`src/rtl/matmul_pkg.sv`:
```
// matmul_pkg
//   Shared definitions for the matmul sequencer slice:
//   - state_t     : sequencer states (FILL/LOAD/WAIT/DONE)
//   - *_DEF       : default widths/depths/timeout
//   - cnt_width() : counter width helper, never returns 0
package matmul_pkg;

  typedef enum logic [1:0] {
    FILL = 2'd0,
    LOAD = 2'd1,
    WAIT = 2'd2,
    DONE = 2'd3
  } state_t;

  localparam int DATA_W_DEF  = 8;
  localparam int N_WORDS_DEF = 16;
  localparam int TIMEOUT_DEF = 255;

  // Width needed to index n items; a 1-entry space still needs one bit.
  function automatic int cnt_width(input int n);
    return (n <= 1) ? 1 : $clog2(n);
  endfunction

  localparam int CNT_W_DEF = cnt_width(N_WORDS_DEF);
  localparam int TMR_W_DEF = cnt_width(TIMEOUT_DEF + 1);

endpackage

```
`src/rtl/operand_regfile.sv`:
```
// operand_regfile
//   N_WORDS x DATA_W operand store, no reset on the storage.
//   Ports:
//     clk      in  : clock
//     wr_en    in  : write strobe (sequencer FILL accept)
//     wr_addr  in  : write index
//     wr_data  in  : write byte
//     rd_addr  in  : read index (sequencer LOAD counter)
//     rd_data  out : combinational read of word rd_addr
module operand_regfile
  import matmul_pkg::*;
#(
  parameter int DATA_W  = DATA_W_DEF,
  parameter int N_WORDS = N_WORDS_DEF,
  parameter int ADDR_W  = cnt_width(N_WORDS)
) (
  input  logic              clk,
  input  logic              wr_en,
  input  logic [ADDR_W-1:0] wr_addr,
  input  logic [DATA_W-1:0] wr_data,
  input  logic [ADDR_W-1:0] rd_addr,
  output logic [DATA_W-1:0] rd_data
);

  logic [DATA_W-1:0] word_reg [N_WORDS];

  // One enable-decoded register per word.
  for (genvar gi = 0; gi < N_WORDS; gi++) begin : g_word
    always_ff @(posedge clk) begin
      if (wr_en && (wr_addr == ADDR_W'(gi))) begin
        word_reg[gi] <= wr_data;
      end
    end
  end

  assign rd_data = word_reg[rd_addr];

endmodule

```
`src/rtl/matmul_seq_ctrl.sv`:
```
// matmul_seq_ctrl
//   Buffers one N_WORDS-byte operand job, streams it into the processor
//   unit one byte per cycle under pu_trigger, waits for pu_finished with a
//   timeout, then presents the result on a valid/ready port.
//   Ports:
//     clk, reset         : clock, asynchronous active-low reset
//     in_valid/in_data   : upstream operand bytes; in_ready back-pressures
//     out_valid/out_ready: result handshake; out_result, out_err (timeout)
//     pu_trigger/pu_data_in : drive processor_unit trigger/data_in
//     pu_finished/pu_result : processor_unit finished (level) and result
//     busy               : job in LOAD/WAIT/DONE
module matmul_seq_ctrl
  import matmul_pkg::*;
#(
  parameter int DATA_W  = DATA_W_DEF,
  parameter int N_WORDS = N_WORDS_DEF,
  parameter int TIMEOUT = TIMEOUT_DEF
) (
  input  logic              clk,
  input  logic              reset,
  input  logic              in_valid,
  input  logic [DATA_W-1:0] in_data,
  output logic              in_ready,
  output logic              out_valid,
  output logic [DATA_W-1:0] out_result,
  output logic              out_err,
  input  logic              out_ready,
  output logic              pu_trigger,
  output logic [DATA_W-1:0] pu_data_in,
  input  logic              pu_finished,
  input  logic [DATA_W-1:0] pu_result,
  output logic              busy
);

  localparam int CNT_W = cnt_width(N_WORDS);
  localparam int TMR_W = cnt_width(TIMEOUT + 1);
  localparam logic [CNT_W-1:0] LAST_IDX  = CNT_W'(N_WORDS - 1);
  localparam logic [TMR_W-1:0] TMR_LAST  = TMR_W'(TIMEOUT - 1);

  state_t            state_reg,  state_next;
  logic [CNT_W-1:0]  wr_cnt_reg, wr_cnt_next;
  logic [CNT_W-1:0]  ld_cnt_reg, ld_cnt_next;
  logic [TMR_W-1:0]  timer_reg,  timer_next;
  logic [DATA_W-1:0] result_reg, result_next;
  logic              err_reg,    err_next;
  logic [DATA_W-1:0] rd_data;
  logic              wr_en;

  // In FILL in_ready is 1, so in_valid alone marks an accept.
  assign wr_en = (state_reg == FILL) && in_valid;

  operand_regfile #(
    .DATA_W  (DATA_W),
    .N_WORDS (N_WORDS),
    .ADDR_W  (CNT_W)
  ) u_regfile (
    .clk     (clk),
    .wr_en   (wr_en),
    .wr_addr (wr_cnt_reg),
    .wr_data (in_data),
    .rd_addr (ld_cnt_reg),
    .rd_data (rd_data)
  );

  always_ff @(posedge clk or negedge reset) begin
    if (!reset) begin
      state_reg  <= FILL;
      wr_cnt_reg <= '0;
      ld_cnt_reg <= '0;
      timer_reg  <= '0;
      result_reg <= '0;
      err_reg    <= 1'b0;
    end else begin
      state_reg  <= state_next;
      wr_cnt_reg <= wr_cnt_next;
      ld_cnt_reg <= ld_cnt_next;
      timer_reg  <= timer_next;
      result_reg <= result_next;
      err_reg    <= err_next;
    end
  end

  always_comb begin
    state_next  = state_reg;
    wr_cnt_next = wr_cnt_reg;
    ld_cnt_next = ld_cnt_reg;
    timer_next  = timer_reg;
    result_next = result_reg;
    err_next    = err_reg;
    case (state_reg)
      FILL: begin
        if (in_valid) begin
          wr_cnt_next = wr_cnt_reg + CNT_W'(1);
          if (wr_cnt_reg == LAST_IDX) begin
            state_next  = LOAD;
            ld_cnt_next = '0;
          end
        end
      end
      LOAD: begin
        ld_cnt_next = ld_cnt_reg + CNT_W'(1);
        if (ld_cnt_reg == LAST_IDX) begin
          state_next = WAIT;
          timer_next = '0;
        end
      end
      WAIT: begin
        timer_next = timer_reg + TMR_W'(1);
        // finished is tested first so it wins over a same-cycle timeout.
        if (pu_finished) begin
          result_next = pu_result;
          err_next    = 1'b0;
          state_next  = DONE;
        end else if (timer_reg == TMR_LAST) begin
          result_next = '0;
          err_next    = 1'b1;
          state_next  = DONE;
        end
      end
      DONE: begin
        if (out_ready) begin
          state_next  = FILL;
          wr_cnt_next = '0;
        end
      end
      default: begin
        state_next = FILL;
      end
    endcase
  end

  // Every output decodes from registers only.
  assign in_ready   = (state_reg == FILL);
  assign out_valid  = (state_reg == DONE);
  assign busy       = (state_reg != FILL);
  assign pu_trigger = (state_reg == LOAD);
  assign pu_data_in = (state_reg == LOAD) ? rd_data : '0;
  assign out_result = result_reg;
  assign out_err    = err_reg;

endmodule

```
`config.mk`:
```
export PLATFORM = sky130hd
export DESIGN_NAME = matmul_seq_ctrl
export DESIGN_NICKNAME = d
export VERILOG_FILES = /design/src/rtl/matmul_pkg.sv /design/src/rtl/operand_regfile.sv /design/src/rtl/matmul_seq_ctrl.sv
export SDC_FILE = /design/constraint.sdc
export NUM_CORES = 1
export LEC_CHECK = 0
export ABC_AREA = 1
export CORE_UTILIZATION = 45
export DETAILED_ROUTE_END_ITERATION = 8
export GPL_TIMING_DRIVEN = 0
export HOLD_SLACK_MARGIN = 0.15
export PLACE_DENSITY = 0.64
export SLEW_MARGIN = 20
export SYNTH_ARGS = -nofsm -noshare
export SYNTH_HDL_FRONTEND = slang
export SYNTH_SLANG_ARGS = --single-unit
```
`constraint.sdc`:
```
create_clock -name clk -period 3.3 [get_ports clk]
set_clock_uncertainty 0.2 [all_clocks]
set_input_delay 0.495 -clock clk [delete_from_list [all_inputs] [get_ports clk]]
set_output_delay 0.495 -clock clk [all_outputs]
set_load 0.01 [all_outputs]
```
==> flow_summary_export.csv <==
group,metric,value,unit
outcome,status,"completed",
clock_tree,root_buffer,"clkbuf_16",
yosys,synth_edf_count,128,
cells_and_area,layout_commonest_cell,"nand2_1",
placement,port_buffers,41,
clock_tree,ctsLongestPathBuffers,2,
timing,slew_viol_final,0,
cells_and_area,largest_reg_flops,128,
critical_path,cp_top_family,"buffers and inverters",
critical_path,r2r_start,"state_reg[0]",
placement,gp_routability_congestion,0.877,
drt,firstDrtPassIters,4,
critical_path,cp.depth,10,
critical_path,cp-startpoint,"ld_cnt_reg[0]",
yosys,synthArstFlopShare,0.174,
drt,drc,0,
cells_and_area,drive_gt1_frac,0.0767,
timing,fin_crit_sh,0.971,
clock_tree,clk_pin_slew_worst_paths,0.06,ns
critical_path,cp.required,2.60,ns
clock_tree,tritoncts,"yes",
drt,wl_per_cell,16.1,um
timing,worstMarginPinSlew,0.886,ns
cells_and_area,fillCellCount,1332,
floorplan,fp.dieW,127,um
floorplan,rows,45,
cells_and_area,seq_area,0.00452,sq mm
yosys,yosys.cell_types.count,24,
critical_path,critPathMaxFanout,10,
grt,grt_pass1_vias,4763,
floorplan,ios,42,
pwr,p_per_area,794,mW/mm^2
yosys,syn_area,0.00703,sq mm
placement,hpwl,10.6,mm
critical_path,cp_common_cell,"nand2_1",
yosys,synthCells,736,
cells_and_area,multi_input_area,0.00195,sq mm
placement,pre_cts_ws,0.373,ns
critical_path,path_buf_inv,4,
floorplan,initial_utilization,0.463,
cells_and_area,area_growth,18.5,%
critical_path,reg2reg_to,"u_regfile.word_reg[9][3]",
floorplan,core-area,0.0152,sq mm
timing,slew_headroom,0.407,
critical_path,cp.arrival,2.51,ns
critical_path,slowest_delay,0.58,ns
critical_path,crit_path_end_kind,"output port",
grt,groute.usage.overall,0.212,
job,maxCapViolations,0,
worst_hold_path,hp-class,"reg2reg",
timing,max_freq,0.312,GHz
yosys,syn-num-nets,769,
critical_path,cp-endpoint,"pu_data_in[5]",
drt,vias_per_cell,5.04,
clock_tree,clock_sinks,155,
yosys,synth-seq-cells,155,
grt,grt_start_max_net_pins,28,
cells_and_area,postLayoutCellArea,0.00834,sq mm
pwr,power.leakage,3.68,nW
timing,finalHoldViolations,0,
cells_and_area,fin_nets,830,
timing,layout_setup_ws,0.0950,ns
grt,antenna_found_initial,0,
drt,drt_iter0_markers,332,
drt,routed_wirelength,16.0,mm
clock_tree,h-tree-depth,4,
critical_path,cp-start-kind,"flop",
yosys,synthFlopType,"edfxtp_1",
critical_path,cp_slowest_cell,"clkdlybuf4s50_1",
cells_and_area,mostFrequentLayoutCells,"278 x nand2_1, 128 x edfxtp_1, 111 x inv_1, 82 x nand3_1, 39 x clkdlybuf4s50_1",
cells_and_area,utilization,0.548,
critical_path,rrSetupSlack,0.73,ns
clock_tree,clk_latency,0.42,ns
grt,grt_pass1_wl,25.1,mm
yosys,syn_avg_cell_area,9.55,sq um
floorplan,die_area,0.0161,sq mm
floorplan,die_h,127,um
critical_path,path_cells,"inv_2 > buf_6 > buf_4 > nand2_1 > nand2_1 > nand2_1 > nand3_1 > nand3_1 > a21oi_1 > clkdlybuf4s50_1",
yosys,seq_area_frac_synth,0.643,
yosys,yosysWarnings,0,
critical_path,reg2reg_depth,6,
grt,grt_overflow,0,
drt,vias,5021,
placement,place_area,0.00767,sq mm
pwr,ir_worst_vdd,0.397,mV
timing,fin_crit,3.21,ns
drt,antenna_left,0,
timing,setup_viol,0,
cells_and_area,antenna_cells,0,
critical_path,criticalPathCategory,"reg2out",
clock_tree,cts_inserted_buffers,17,
metal layers:
metal  wire length, um  global-route usage  vias up
met1              7080               0.278     2376
met3               672              0.0415       30
li1                  -                   -     2479
met2              7890               0.349      136
met5                 0                   0        -
met4               396              0.0854        0
cell type report:
class	count	share of cell area
clock buffers	18	0.0515
repair buffers	42	0.0501
inverters	118	0.0531
plain buffers	25	0.0194
well taps	188	0.0282
multi-input cells	438	0.234
flip-flops and latches	155	0.542
clock inverters	12	0.0209
power breakdown:
part	total, mW	switching [mW]	internal (mW)
logic	2.18	1.39	0.788
registers	2.44	0.114	2.32
clock network	2.00	0.746	1.25
total	6.62	2.25	4.36
timing repair:
item | in CTS | in global routing
setup endpoints to repair | 8 | 8
resized for setup | 8 | 17
setup buffers | 0 | 0
hold buffers | 1 | 0
pin swaps | 0 | 0
endpoints found under the hold margin | 27 | 0
cloned | 0 | 0
worst reg2reg max path, cell delays in order (launching register included):
cell	delay (ns)
dfrtp_1	0.42
inv_1	0.12
ha_1	0.29
nand2_1	0.11
inv_1	0.13
nand2_1	0.20
nor2_1	0.73
cells in the mapped netlist, types with 4 or more instances:
master	n	share of area
dfrtp_1	27	0.096
nand4_1	7	0.0062
buf_2	11	0.0078
edfxtp_1	128	0.55
ha_1	12	0.021
clkbuf_1	9	0.0048
nand2_1	278	0.15
o21ai_0	12	0.0085
inv_1	112	0.060
a21oi_1	12	0.0085
inv_2	4	0.0021
nand3_1	82	0.058
nor2_1	21	0.011
per-stage QoR:
stage	TNS, ns	total power [mW]	cells	hold slack, ns
final	0	6.62	996	0.278
after global routing	-0.00229	6.99	996	0.303
after CTS	0	6.60	996	0.278
after detailed placement	0	4.58	965	0.260
after global placement	0	4.54	965	0.257
after floorplan	0	3.79	736	-0.000591
how the worst min path moves through the flow:
stage,endpoint,from,depth (start not counted)
after floorplan,ld_cnt_reg[0],reset,0
after global placement,out_result[5],out_result[5],2
after detailed placement,out_result[6],out_result[6],2
after CTS,out_result[7],out_result[7],2
after global routing,out_result[7],out_result[7],2
final,out_result[7],out_result[7],2
kinds of logic (layout without fill, tap and decap cells):
| group | after synthesis | after routing | share of synthesized area |
|---|---|---|---|
| xor gates and xnor gates | 3 | 3 | 0.00374 |
| DFF | 155 | 155 | 0.643 |
| AOI/OAI and AO/OA | 29 | 29 | 0.0222 |
| adders and majority gates | 12 | 12 | 0.0214 |
| and+or+nand+nor | 394 | 394 | 0.229 |
| buffers and inverters | 143 | 215 | 0.0810 |
Note: power is estimated with default switching activity, not from simulation.
